File: src/rtl/ptr_sync_gray.sv
// Multi-stage Gray pointer synchroniser for the async FIFO: brings a foreign-domain
// Gray pointer into clk, decodes it, and qualifies it with valid/changed/error flags.
module ptr_sync_gray #(
  parameter int WIDTH       = 5,
  parameter int STAGES      = 2,
  parameter int GRAY_DECODE = 1
) (
  input  logic             clk,
  input  logic             rest,
  input  logic [WIDTH-1:0] ptr_in,
  input  logic             err_clr,
  output logic [WIDTH-1:0] ptr_sync_out,
  output logic [WIDTH-1:0] ptr_bin_out,
  output logic             ptr_valid,
  output logic             ptr_changed,
  output logic             gray_err
);

  if (STAGES < 2 || STAGES > 4) begin : g_bad_stages
    $error("ptr_sync_gray: STAGES must be 2..4");
  end
  if (WIDTH < 2 || WIDTH > 16) begin : g_bad_width
    $error("ptr_sync_gray: WIDTH must be 2..16");
  end

  localparam int CW = $clog2(STAGES + 2);
  localparam logic [CW-1:0] CNT_MAX = CW'(STAGES + 1);
  localparam logic [CW-1:0] CNT_PRE = CW'(STAGES);

  logic [WIDTH-1:0] s [STAGES];
  logic [WIDTH-1:0] prev;
  logic [WIDTH-1:0] dec;
  logic [WIDTH-1:0] bin_next;
  logic [WIDTH-1:0] diff;
  logic             multi_bit;
  logic             acc;
  logic [CW-1:0]    cnt;

  assign ptr_sync_out = s[STAGES-1];

  // s[0] is the metastability capture flop; nothing may sit between stages.
  always_ff @(posedge clk) begin
    if (rest) begin
      for (int n = 0; n < STAGES; n++) s[n] <= '0;
    end else begin
      s[0] <= ptr_in;
      for (int n = 1; n < STAGES; n++) s[n] <= s[n-1];
    end
  end

  always_comb begin
    dec = '0;
    acc = 1'b0;
    for (int i = WIDTH - 1; i >= 0; i--) begin
      acc    = acc ^ ptr_sync_out[i];
      dec[i] = acc;
    end
    bin_next = (GRAY_DECODE != 0) ? dec : ptr_sync_out;
  end

  // More than one bit set in diff <=> clearing the lowest set bit leaves something.
  assign diff      = ptr_sync_out ^ prev;
  assign multi_bit = (diff & (diff - WIDTH'(1))) != '0;

  always_ff @(posedge clk) begin
    if (rest) begin
      prev        <= '0;
      ptr_bin_out <= '0;
      cnt         <= '0;
      ptr_valid   <= 1'b0;
      ptr_changed <= 1'b0;
      gray_err    <= 1'b0;
    end else begin
      prev        <= ptr_sync_out;
      ptr_bin_out <= bin_next;
      if (cnt != CNT_MAX) cnt <= cnt + CW'(1);
      if (cnt == CNT_PRE) ptr_valid <= 1'b1;
      ptr_changed <= ptr_valid && (diff != '0);
      if (ptr_valid && multi_bit) gray_err <= 1'b1;
      else if (err_clr)           gray_err <= 1'b0;
    end
  end

endmodule

File: config.mk
export PLATFORM = sky130hd
export DESIGN_NAME = ptr_sync_gray
export DESIGN_NICKNAME = d
export VERILOG_FILES = /design/src/rtl/ptr_sync_gray.sv
export SDC_FILE = /design/constraint.sdc
export NUM_CORES = 1
export LEC_CHECK = 0
export BUFFER_PORTS_ARGS = -buffer_cell sky130_fd_sc_hd__buf_4
export CORE_UTILIZATION = 50
export DETAILED_ROUTE_END_ITERATION = 8
export GPL_ROUTABILITY_DRIVEN = 0
export PLACE_DENSITY = 0.76
export SKIP_CTS_REPAIR_TIMING = 1
export SLEW_MARGIN = 20
export SYNTH_ARGS = -nofsm -noshare
export SYNTH_HDL_FRONTEND = slang
export SYNTH_SLANG_ARGS = --single-unit
export TNS_END_PERCENT = 5
File: constraint.sdc
create_clock -name clk -period 1.6 [get_ports clk]
set_input_delay 0.32 -clock clk [delete_from_list [all_inputs] [get_ports clk]]
set_output_delay 0.32 -clock clk [all_outputs]
set_load 0.02 [all_outputs]
Yosys cells after proc, flatten, opt, wreduce, memory -nomap -nowiden:

Memories as Yosys holds them, arrays and structs flattened.
Cells that the tools add are included.

* bits in registers: 15
* memory bits (writable): 10
* logic and storage cells: 31
* memories: 1

Memories
* s: depth 2, bits a word 5, read ports 2, clocked after Yosys merged registers in 0, write ports 2, RTL line 30 `logic [WIDTH-1:0] s [STAGES];`

* $add $sub $neg: 2
* equal/unequal tests: 2
* muxes and demuxes: 7
* bitwise gates (word level): 8
* reductions and logical operators: 5

Operators by type and width (count)
* two-way mux 5 bit: 2
* nonzero test 5 bit: 2
* AND 5 bit: 1
* two-way mux 1 bit: 5
* subtractor 5 x 1 -> 5 bit (second input constant): 1
* bitwise XOR 5 bit: 1
* bitwise XOR 1 bit: 4
* adder 2 x 1 -> 2 bit (second input constant): 1
* == test 2 bit (second input constant): 1
* logical AND 1 bit: 2
* != test 2 bit (second input constant): 1
* OR 1 bit: 2
* nonzero test 2 bit: 1

Longest topological paths before layout:

Gate-level depths: netlist of run 1.

* depth in word-level cells: 6
* mapped depth: 5
* depth with buffers taken out: 5

Worst setup path before layout of run 1:

Ideal clock, no wire load.

* kind: register -> register
* start: memory s[1][4], in the netlist s[0][9]
* end: register ptr_bin_out[1]
* setup time: 0.129 ns
* arrival time: 0.972 ns
* required time: 1.471 ns
* setup slack: 0.499 ns
* cell stages (with the launch flop): 5
* buffers on the path: 0
* clock period less this slack: 1.101 ns
* path through: dfxtp_1 -> xor2_1 -> xnor2_2 -> xor2_1 -> nor2_1

RTL lines
* start: declaration: RTL line 30
* end signal: assignment: RTL line 75 `ptr_bin_out <= bin_next;`
* end: declaration: RTL line 13 `output logic [WIDTH-1:0] ptr_bin_out,`

==> results of run 1 <==
-- worst register-to-register path: stages (launching register included) --
cell	delay [ns]
dfxtp_1	0.45
xnor2_1	0.12
and3_1	0.19
o21bai_1	0.17
a211oi_2	0.21
-- state kept, by name, indices dropped and copies added, names as in the netlist --
name,cells
ptr_bin_out,5
s,10
ptr_valid,1
ptr_changed,1
gray_err,1
prev,4
cnt,2
-- worst paths after layout --
check | from | to | depth (start not counted)
worst min register to register | s[0][0] | s[0][5] | 1
worst max-delay path | s[0][7] | ptr_sync_out[2] | 1
worst max register to register | s[0][6] | gray_err | 4
worst min-delay path | ptr_in[3] | s[0][3] | 2
-- through the flow --
| stage | util, % | hold slack, ns | cell area [um2] | instances | setup slack [ns] |
|---|---|---|---|---|---|
| after floorplan | - | 0.392 | 878 | 82 | 0.499 |
| after global placement | 63.2 | 0.417 | 996 | 110 | 0.423 |
| after detailed placement | 63.2 | 0.433 | 996 | 110 | 0.416 |
| after CTS | 65.5 | 0.213 | 1030 | 114 | 0.326 |
| after global routing | 65.5 | 0.216 | 1030 | 114 | 0.284 |
| final | 65.5 | 0.222 | 1030 | 114 | 0.341 |
-- report_power, final --
group          total (mW)  internal [mW]  switching [mW]
Sequential          0.667          0.640          0.0276
Clock               0.301          0.139           0.162
Combinational       0.179         0.0891          0.0895
Total                1.15          0.867           0.279
-- cells by family after synthesis --
family                     Yosys count
adders and majority gates            2
DFF                                 24
and+or+nand+nor                     29
AOI/OAI and AO/OA                    6
buffers and inverters               10
xor gates and xnor gates            11
-- layout make-up --
| class | instances | area [um2] | share of cell area, % |
|---|---|---|---|
| Clock buffer | 4 | 36.3 | 3.52 |
| Timing Repair Buffer | 20 | 150 | 14.5 |
| Multi-Input combinational cell | 48 | 338 | 32.7 |
| Tap cell | 16 | 20.0 | 1.94 |
| Inverter | 2 | 7.51 | 0.727 |
| Sequential cell | 24 | 480 | 46.5 |
-- cell usage after synthesis --
cell type	n
o21bai_1	1
o22ai_1	1
inv_1	2
a21oi_1	2
ha_1	2
dfxtp_1	24
nand2_1	1
clkbuf_1	2
a211oi_2	1
nor2_1	10
buf_4	6
a311oi_1	1
xnor2_2	2
nor2b_2	1
and3_1	1
xnor2_1	6
nor2b_1	16
xor2_1	3
-- routing by layer --
| layer | global-route usage, % | vias up | wire length (um) |
|---|---|---|---|
| met2 | 23.3 | 15 | 555 |
| li1 | - | 283 | - |
| met1 | 15.7 | 250 | 510 |
| met5 | 0 | - | 0 |
| met4 | 10.9 | 0 | 18 |
| met3 | 2.50 | 2 | 48 |
==> metrics.txt, run 1 <==
status=finished, final reports clean; Seq/Total Area, Yosys=between 50% and 60%; Tightest Pin Transition=roughly 0.26 ns; Mapped Nets=92; power per cell area=1110 nW/um2; largest family of logic cells by synthesized area=simple AND/OR/NAND/NOR gates; mean number of vias per cell=4.82; slowest CP cell=dfxtp_1; first-pass GRT wire length=1930 um; top cells by area, synth=dfxtp_1, nor2b_1, xnor2_1; Final ANT Viol Nets=0; clock slew at reported path FFs=0.12 ns; drt first pass iters=5; Max Fclk=795 MHz; Period minus WS final=around 1.3 ns; FP Rows=14; Leak=0.452 nW; most frequent cells in the layout=dfxtp_1, buf_4, nor2b_1; nature of the critical path endpoint=output port; nets=109; DR DRC count=0; GRT Util Overall=between 10 and 15%; Final period util=78.7%; synth warn=0; Die Y=43.9 um; Setup violations, final=0; final count of hold timing violations=0; CP max FO=4; Synth Cell Area=878 um2; H-tree levels=1; post-synth top area share=54.7%; critical path's top delay family=flip-flops; Avg Inst Size Synth=about 11 um2; cts bufs inserted=3; pin count of the biggest net entering global routing=25; Post-Synth XOR/XNOR Area=12.7%; vias in the first global route=505; diode count=0; clk sinks=24; IO Count=21; Worst path max stage delay=between 0.4 and 0.5 ns; Routed wire per std cell=9.93 um; Root Buffer=clkbuf_4; Clock Latency Late Sink=0.30 ns; CTS Buffer Depth=2; Adder-Cell Fraction of Synth Area=2.85%; Area Overhead vs Synth=17.5%; die area=1930 um2; mux contribution to synthesized area=0%; internal reg-to-reg setup slack=0.40 ns; Netlist cell types=18; Critical Path RT=1.28 ns; PortBufs=20; Synth area leader=dfxtp_1; RSZ-0062 raised after global routing=no; overall power=1.15 mW; fill count=138; Synth Area in Compound Gates=a little over 5%; relative slew slack=82.8%; CTS tree=yes; WP buf/inv=1; max-slew violation count=0; DRT iter0 DRCs=3; Setup CP Type=reg2out; Worst Skew=between 0.001 and 0.0015 ns; Synth Register Bits=24; crit-path cells=buf_4; Core Region=1580 um2; share of cells above drive strength 1=28.6%; via count=550; commonest non-fill, non-tap cell in the layout=dfxtp_1; simple-gate share of the synthesized area=roughly 18%; count of max-cap constraint violations=0; WL final=1130 um; Post-Syn Instances=82; critical path startpoint category=register; antenna violations before repair=0; Post-DP HPWL=852 um; Initial Util=between 50% and 60%; TNS Setup=0 ns; Peak VDD IR=0.607 mV; Hold Crit Class=in2reg; global route overflow=0; Arr. time, crit path=0.94 ns; Chip Width=43.9 um
Note: power is estimated with default switching activity, not from simulation.
==> run 2, diff against run 1 <==
--- a/config.mk
+++ b/config.mk
@@ -5,11 +5,12 @@
 export SDC_FILE = /design/constraint.sdc
 export NUM_CORES = 1
 export LEC_CHECK = 0
+export ABC_AREA = 1
 export BUFFER_PORTS_ARGS = -buffer_cell sky130_fd_sc_hd__buf_4
-export CORE_UTILIZATION = 50
+export CORE_UTILIZATION = 51
 export DETAILED_ROUTE_END_ITERATION = 8
 export GPL_ROUTABILITY_DRIVEN = 0
-export PLACE_DENSITY = 0.76
+export PLACE_DENSITY = 0.77
 export SKIP_CTS_REPAIR_TIMING = 1
 export SLEW_MARGIN = 20
 export SYNTH_ARGS = -nofsm -noshare
==> constraint.sdc (replaced) <==
create_clock -name clk -period 1.3 [get_ports clk]
set_input_delay 0.26 -clock clk [delete_from_list [all_inputs] [get_ports clk]]
set_output_delay 0.26 -clock clk [all_outputs]
set_load 0.02 [all_outputs]
==> run 2 against run 1 <==
Effect of this change: synthesized area grew 7.1%; non-clock buffer count is the same; clock skew grew 0.0013 ns; cell count grew 45%; count of clock-buffer cells in the layout shrank 1; wire length grew 23%.
==> metrics.txt, run 2 <==
status=finished, final reports clean (unchanged); PortBufs=20 (unchanged); first-pass GRT wire length=2170 um (was 1930 um); Setup CP Type=reg2out (unchanged); max-slew violation count=0 (unchanged); Hold Crit Class=in2reg (unchanged); die area=2020 um2 (was 1930 um2); Avg Inst Size Synth=7.59 um2 (was 10.7 um2); power per cell area=1370 nW/um2 (was 1110 nW/um2); GRT Util Overall=15.3% (was 14.0%); drt first pass iters=4 (was 5); Routed wire per std cell=8.45 um (was 9.93 um); sw power=0.365 mW (was 0.279 mW); clock slew at reported path FFs=0.13 ns (was 0.12 ns); global route overflow=0 (unchanged); Chip Width=45.0 um (was 43.9 um); Max Fclk=846 MHz; Gate power share=13.1% (was 15.6%); Post-Syn Instances=124 (was 82); Die Y=45.0 um (was 43.9 um); CTS Buffer Depth=2 (unchanged); Final WS setup=0.118 ns (was 0.341 ns); final count of hold timing violations=0 (unchanged); FP Rows=15 (was 14); Post-Layout Cell Count=165 (was 114); mean number of vias per cell=4.24 (was 4.82); cts bufs inserted=3 (unchanged); Synth async-reset ratio=0% (unchanged); Synth area leader=dfxtp_1 (unchanged); Peak VDD IR=0.878 mV (was 0.607 mV); Post-synth top flop=dfxtp_1 (unchanged); top cells by area, synth=dfxtp_1, nand2_1, nor2_1 (was dfxtp_1, nor2b_1, xnor2_1); relative slew slack=84.5% (was 82.8%); Area Overhead vs Synth=19.3% (was 17.5%); Sw Ratio=23.7% (was 24.4%); Post-Synth XOR/XNOR Area=0.931% (was 12.7%); Final ANT Viol Nets=0 (unchanged); dpl cell area=1070 um2 (was 996 um2); count of max-cap constraint violations=0 (unchanged); critical path startpoint category=register (unchanged); Largest regs=s x10, ptr_bin_out x5, prev x4 (unchanged); multi-input logic area=322 um2 (was 338 um2); Worst Skew=0.00254 ns (was 0.00121 ns); share of cells above drive strength 1=25.0% (was 28.6%); CTS tree=yes (unchanged); Biggest register=s (unchanged); nature of the critical path endpoint=output port (unchanged); post-synth top area share=51.1% (was 54.7%); Arr. time, crit path=0.92 ns (was 0.94 ns); simple-gate share of the synthesized area=27.9% (was 17.8%); Final period util=91.0%; crit-path cells=buf_4 (unchanged); WL final=1400 um (was 1130 um); Worst path max stage delay=0.43 ns (was 0.46 ns); Critical Path RT=1.04 ns (was 1.28 ns); final core occ=65.0% (was 65.5%); Cell Count Post-Placement=161 (was 110); commonest non-fill, non-tap cell in the layout=nand2_1 (was dfxtp_1); IO Count=21 (unchanged); most frequent cells in the layout=nand2_1, nor2_1, dfxtp_1 (was dfxtp_1, buf_4, nor2b_1); Synth Register Bits=24 (unchanged); RSZ-0062 raised after global routing=no (unchanged); Min Hold Slack=0.132 ns (was 0.222 ns); pin count of the biggest net entering global routing=24 (was 25); vias in the first global route=555 (was 505); DR DRC count=0 (unchanged); Synth Area in Compound Gates=2.66% (was 5.13%); slowest CP cell=dfxtp_1 (unchanged); TNS Setup=0 ns (unchanged); Synth Cell Area=941 um2 (was 878 um2); DRT iter0 DRCs=13 (was 3); Period minus WS final=1.18 ns; Post-DP HPWL=1090 um (was 852 um); Post-synth top cells=nand2_1, dfxtp_1, nor2_1, inv_1, buf_4 (was dfxtp_1, nor2b_1, nor2_1, buf_4, xnor2_1); overall power=1.54 mW (was 1.15 mW); antenna violations before repair=0 (unchanged); Setup violations, final=0 (unchanged); Adder-Cell Fraction of Synth Area=2.66% (was 2.85%); clock share of power=34.7% (was 26.2%); Leak=0.587 nW (was 0.452 nW); Seq pwr share=52.2% (was 58.2%); WP buf/inv=1 (unchanged); Post-synth EDFFs=0 (unchanged); fill count=165 (was 138); clk sinks=24 (unchanged); Root Buffer=clkbuf_4 (unchanged); Seq/Total Area, Yosys=51.1% (was 54.7%); largest family of logic cells by synthesized area=simple AND/OR/NAND/NOR gates (unchanged); Netlist cell types=17 (was 18); via count=700 (was 550); nets=151 (was 109); Mapped Nets=134 (was 92); Core Region=1730 um2 (was 1580 um2); synth warn=0 (unchanged); CP max FO=5 (was 4); Pint=1.18 mW (was 0.867 mW); H-tree levels=1 (unchanged); top-count cell post-synth=nand2_1 (was dfxtp_1); Setup Slack @ Placement=0.175 ns (was 0.416 ns); Clock Latency Late Sink=0.31 ns (was 0.30 ns); Initial Util=54.5% (was 55.7%); Tightest Pin Transition=0.232 ns (was 0.257 ns); FF+latch area=480 um2 (unchanged); mux contribution to synthesized area=0% (unchanged); Largest register FFs=10 (unchanged); critical path's top delay family=flip-flops (unchanged); diode count=0 (unchanged); Finished Cell Area=1120 um2 (was 1030 um2)
run 2: path summary, 6_finish.rpt:
path,startpoint,endpoint,slack [ns],depth (start not counted)
hold reg to reg,s[0][0],s[0][5],0.41,2
hold / removal,ptr_in[4],s[0][4],0.13,3
setup reg to reg,s[0][8],ptr_bin_out[0],0.14,9
setup / recovery,s[0][9],ptr_sync_out[4],0.12,1
run 2: kinds of logic after synthesis:
group	count (synthesis)
buf+inv	31
flops	24
xor+xnor	1
simple gates	61
compound gates	5
fa+ha+maj	2
run 2: cell type report:
type / count / share of cell area (%)
Sequential cell: 24 / 42.8
Clock inverter: 1 / 2.68
Multi-Input combinational cell: 69 / 28.7
Inverter: 23 / 7.69
Timing Repair Buffer: 20 / 13.4
Clock buffer: 3 / 2.01
Tap cell: 25 / 2.79
run 2: routing by layer:
layer,GRT usage (%),share of wire [%]
met1,18.1,45
met2,25.2,49
met3,3.60,4.2
met4,9.09,1.5
met5,0,0
run 2: worst reg2reg max path, cell delays in order, from the launching register on:
cell and delay [ns]:
dfxtp_1 0.43, inv_2 0.08, nand2_1 0.10, nand3_2 0.11, nand2_2 0.08, nand2_2 0.06
nand2_2 0.06, nand2_1 0.05, nand2_1 0.07, nor2_2 0.03
run 2: power by group through the flow:
stage	sequential [mW]	combinational, mW	clock, mW
floorplan	0.837	0.124	0
global placement	0.820	0.197	0
detailed placement	0.823	0.206	0
CTS	0.806	0.206	0.539
global route	0.811	0.230	0.567
finish	0.806	0.202	0.535
==> run 3, diff against run 2 <==
--- a/config.mk
+++ b/config.mk
@@ -7,9 +7,11 @@
 export LEC_CHECK = 0
 export ABC_AREA = 1
 export BUFFER_PORTS_ARGS = -buffer_cell sky130_fd_sc_hd__buf_4
+export CAP_MARGIN = 20
 export CORE_UTILIZATION = 51
 export DETAILED_ROUTE_END_ITERATION = 8
 export GPL_ROUTABILITY_DRIVEN = 0
+export GPL_TIMING_DRIVEN = 0
 export PLACE_DENSITY = 0.77
 export SKIP_CTS_REPAIR_TIMING = 1
 export SLEW_MARGIN = 20
==> run 3 against run 2 <==
Effect of this change: clock skew is essentially flat; global-route usage rose by 1.8 points; setup slack worse by 0.092 ns; hold slack got worse by 0.0095 ns; first-iteration DRC count down 46%; clock power shrank 27%; via count grew 7.7%; flip-flop and latch count is the same; die area is the same; register-to-register slack worse by 0.03 ns; critical endpoint is now ptr_sync_out[2]; highest routed layer unchanged.
==> metrics.txt, run 3 (synthesis results as in run 2) <==
Initial Util=54.5% (unchanged); count of max-cap constraint violations=0 (unchanged); most frequent cells in the layout=nand2_1, buf_4, nor2_1 (was nand2_1, nor2_1, dfxtp_1); final core occ=67.3% (was 65.0%); Peak VDD IR=0.820 mV (was 0.878 mV); antenna violations before repair=0 (unchanged); max-slew violation count=0 (unchanged); share of cells above drive strength 1=29.7% (was 25.0%); clock slew at reported path FFs=0.12 ns (was 0.13 ns); R2R depth=9 (unchanged); Worst Hold Depth=2 (was 3); Core Region=1730 um2 (unchanged); TNS Setup=0 ns (unchanged); FP Rows=15 (unchanged); nets=159 (was 151); internal reg-to-reg setup slack=0.11 ns (was 0.14 ns); crit path launch=s[0][7] (was s[0][9]); Worst Skew=0.00242 ns (was 0.00254 ns); Finished Cell Area=1160 um2 (was 1120 um2); Post-Layout Cell Count=173 (was 165); HP Start=rest (was ptr_in[4]); final count of hold timing violations=0 (unchanged); Setup CP Type=reg2out (unchanged); Tightest Pin Transition=0.497 ns (was 0.232 ns); Setup violations, final=0 (unchanged); DR DRC count=0 (unchanged); dpl cell area=1120 um2 (was 1070 um2); Die Y=45.0 um (unchanged); Final ANT Viol Nets=0 (unchanged); Post-DP HPWL=1210 um (was 1090 um); commonest non-fill, non-tap cell in the layout=nand2_1 (unchanged); Final WS setup=0.0252 ns (was 0.118 ns); CTS tree=yes (unchanged); Hold Crit Class=in2reg (unchanged); Routed wire per std cell=9.50 um (was 8.45 um); cts bufs inserted=3 (unchanged); status=finished, final reports clean (unchanged); Period minus WS final=1.27 ns (was 1.18 ns); IO Count=21 (unchanged); Setup Slack @ Placement=0.156 ns (was 0.175 ns); PortBufs=20 (unchanged); global route overflow=0 (unchanged); nature of the critical path endpoint=output port (unchanged); relative slew slack=66.8% (was 84.5%); power per cell area=1210 nW/um2 (was 1370 nW/um2); Largest register FFs=10 (unchanged); Biggest register=s (unchanged); Clock Latency Late Sink=0.32 ns (was 0.31 ns); Leak=0.616 nW (was 0.587 nW); reg2reg start=s[0][7] (was s[0][8]); Worst path max stage delay=0.44 ns (was 0.43 ns); Final period util=98.1% (was 91.0%); Cell Count Post-Placement=169 (was 161); drt first pass iters=4 (unchanged); CTS Buffer Depth=2 (unchanged); RSZ-0062 raised after global routing=no (unchanged); Max Fclk=784 MHz (was 846 MHz); die area=2020 um2 (unchanged); Critical Path RT=1.04 ns (about the same); Area Overhead vs Synth=23.5% (was 19.3%); crit-path cells=buf_4 > buf_4 (was buf_4); pin count of the biggest net entering global routing=14 (was 24); Reg-to-Reg End=gray_err (was ptr_bin_out[0]); Chip Width=45.0 um (unchanged); first-pass GRT wire length=2400 um (was 2170 um); clk sinks=24 (unchanged); WL final=1640 um (was 1400 um); CP max FO=4 (was 5); crit-path most repeated cell=buf_4; mean number of vias per cell=4.36 (was 4.24); via count=754 (was 700); DRT iter0 DRCs=7 (was 13); vias in the first global route=613 (was 555); H-tree levels=1 (unchanged); Worst Hold End=ptr_bin_out[3] (was s[0][4]); Root Buffer=clkbuf_4 (unchanged); critical path startpoint category=register (unchanged); GRT Util Overall=17.1% (was 15.3%); Arr. time, crit path=1.01 ns (was 0.92 ns); diode count=0 (unchanged); Largest regs=s x10, ptr_bin_out x5, prev x4 (unchanged); slowest CP cell=dfxtp_1 (unchanged)
## run 3: worst max-delay path: cells and delay by family, from the launching register on
family   cells  cell delay [ns]
flops        1             0.44
buf+inv      2             0.26
## run 3: worst max path at each step
stage,cells after the start,end,slack [ns]
after floorplan,9,ptr_bin_out[0],0.27
after global placement,9,ptr_bin_out[0],0.18
after detailed placement,9,ptr_bin_out[0],0.16
after CTS,2,ptr_sync_out[1],0.02
after global routing,2,ptr_sync_out[2],0.005
final,2,ptr_sync_out[2],0.03
## run 3: area by class of cell
type | instances | area [um2]
sequential | 24 | 484
buffer | 8 | 52.6
timing repair buffer | 20 | 150
inverter | 23 | 86.3
multi-input combinational | 69 | 322
fill | 148 | 564
clock buffer | 4 | 36.3
tap | 25 | 31.3
## run 3: through the flow
step,power (mW),hold WS (ns)
after floorplan,0.961,0.329
after global placement,1.03,0.390
after detailed placement,1.04,0.393
after CTS,1.42,0.121
after global routing,1.47,0.119
final,1.41,0.122
## run 3: routing by layer
layer | part of all wire (%) | GRT usage [%]
met1 | 41 | 17.3
met2 | 54 | 31.3
met3 | 3.5 | 3.60
met4 | 1.8 | 10.9
met5 | 0 | 0
## run 3: report_power, final
part	internal [mW]	total [mW]	leakage, nW	switching (mW)
clock	0.171	0.388	0.0210	0.217
sequential	0.781	0.806	0.199	0.0253
combinational	0.0940	0.216	0.396	0.122
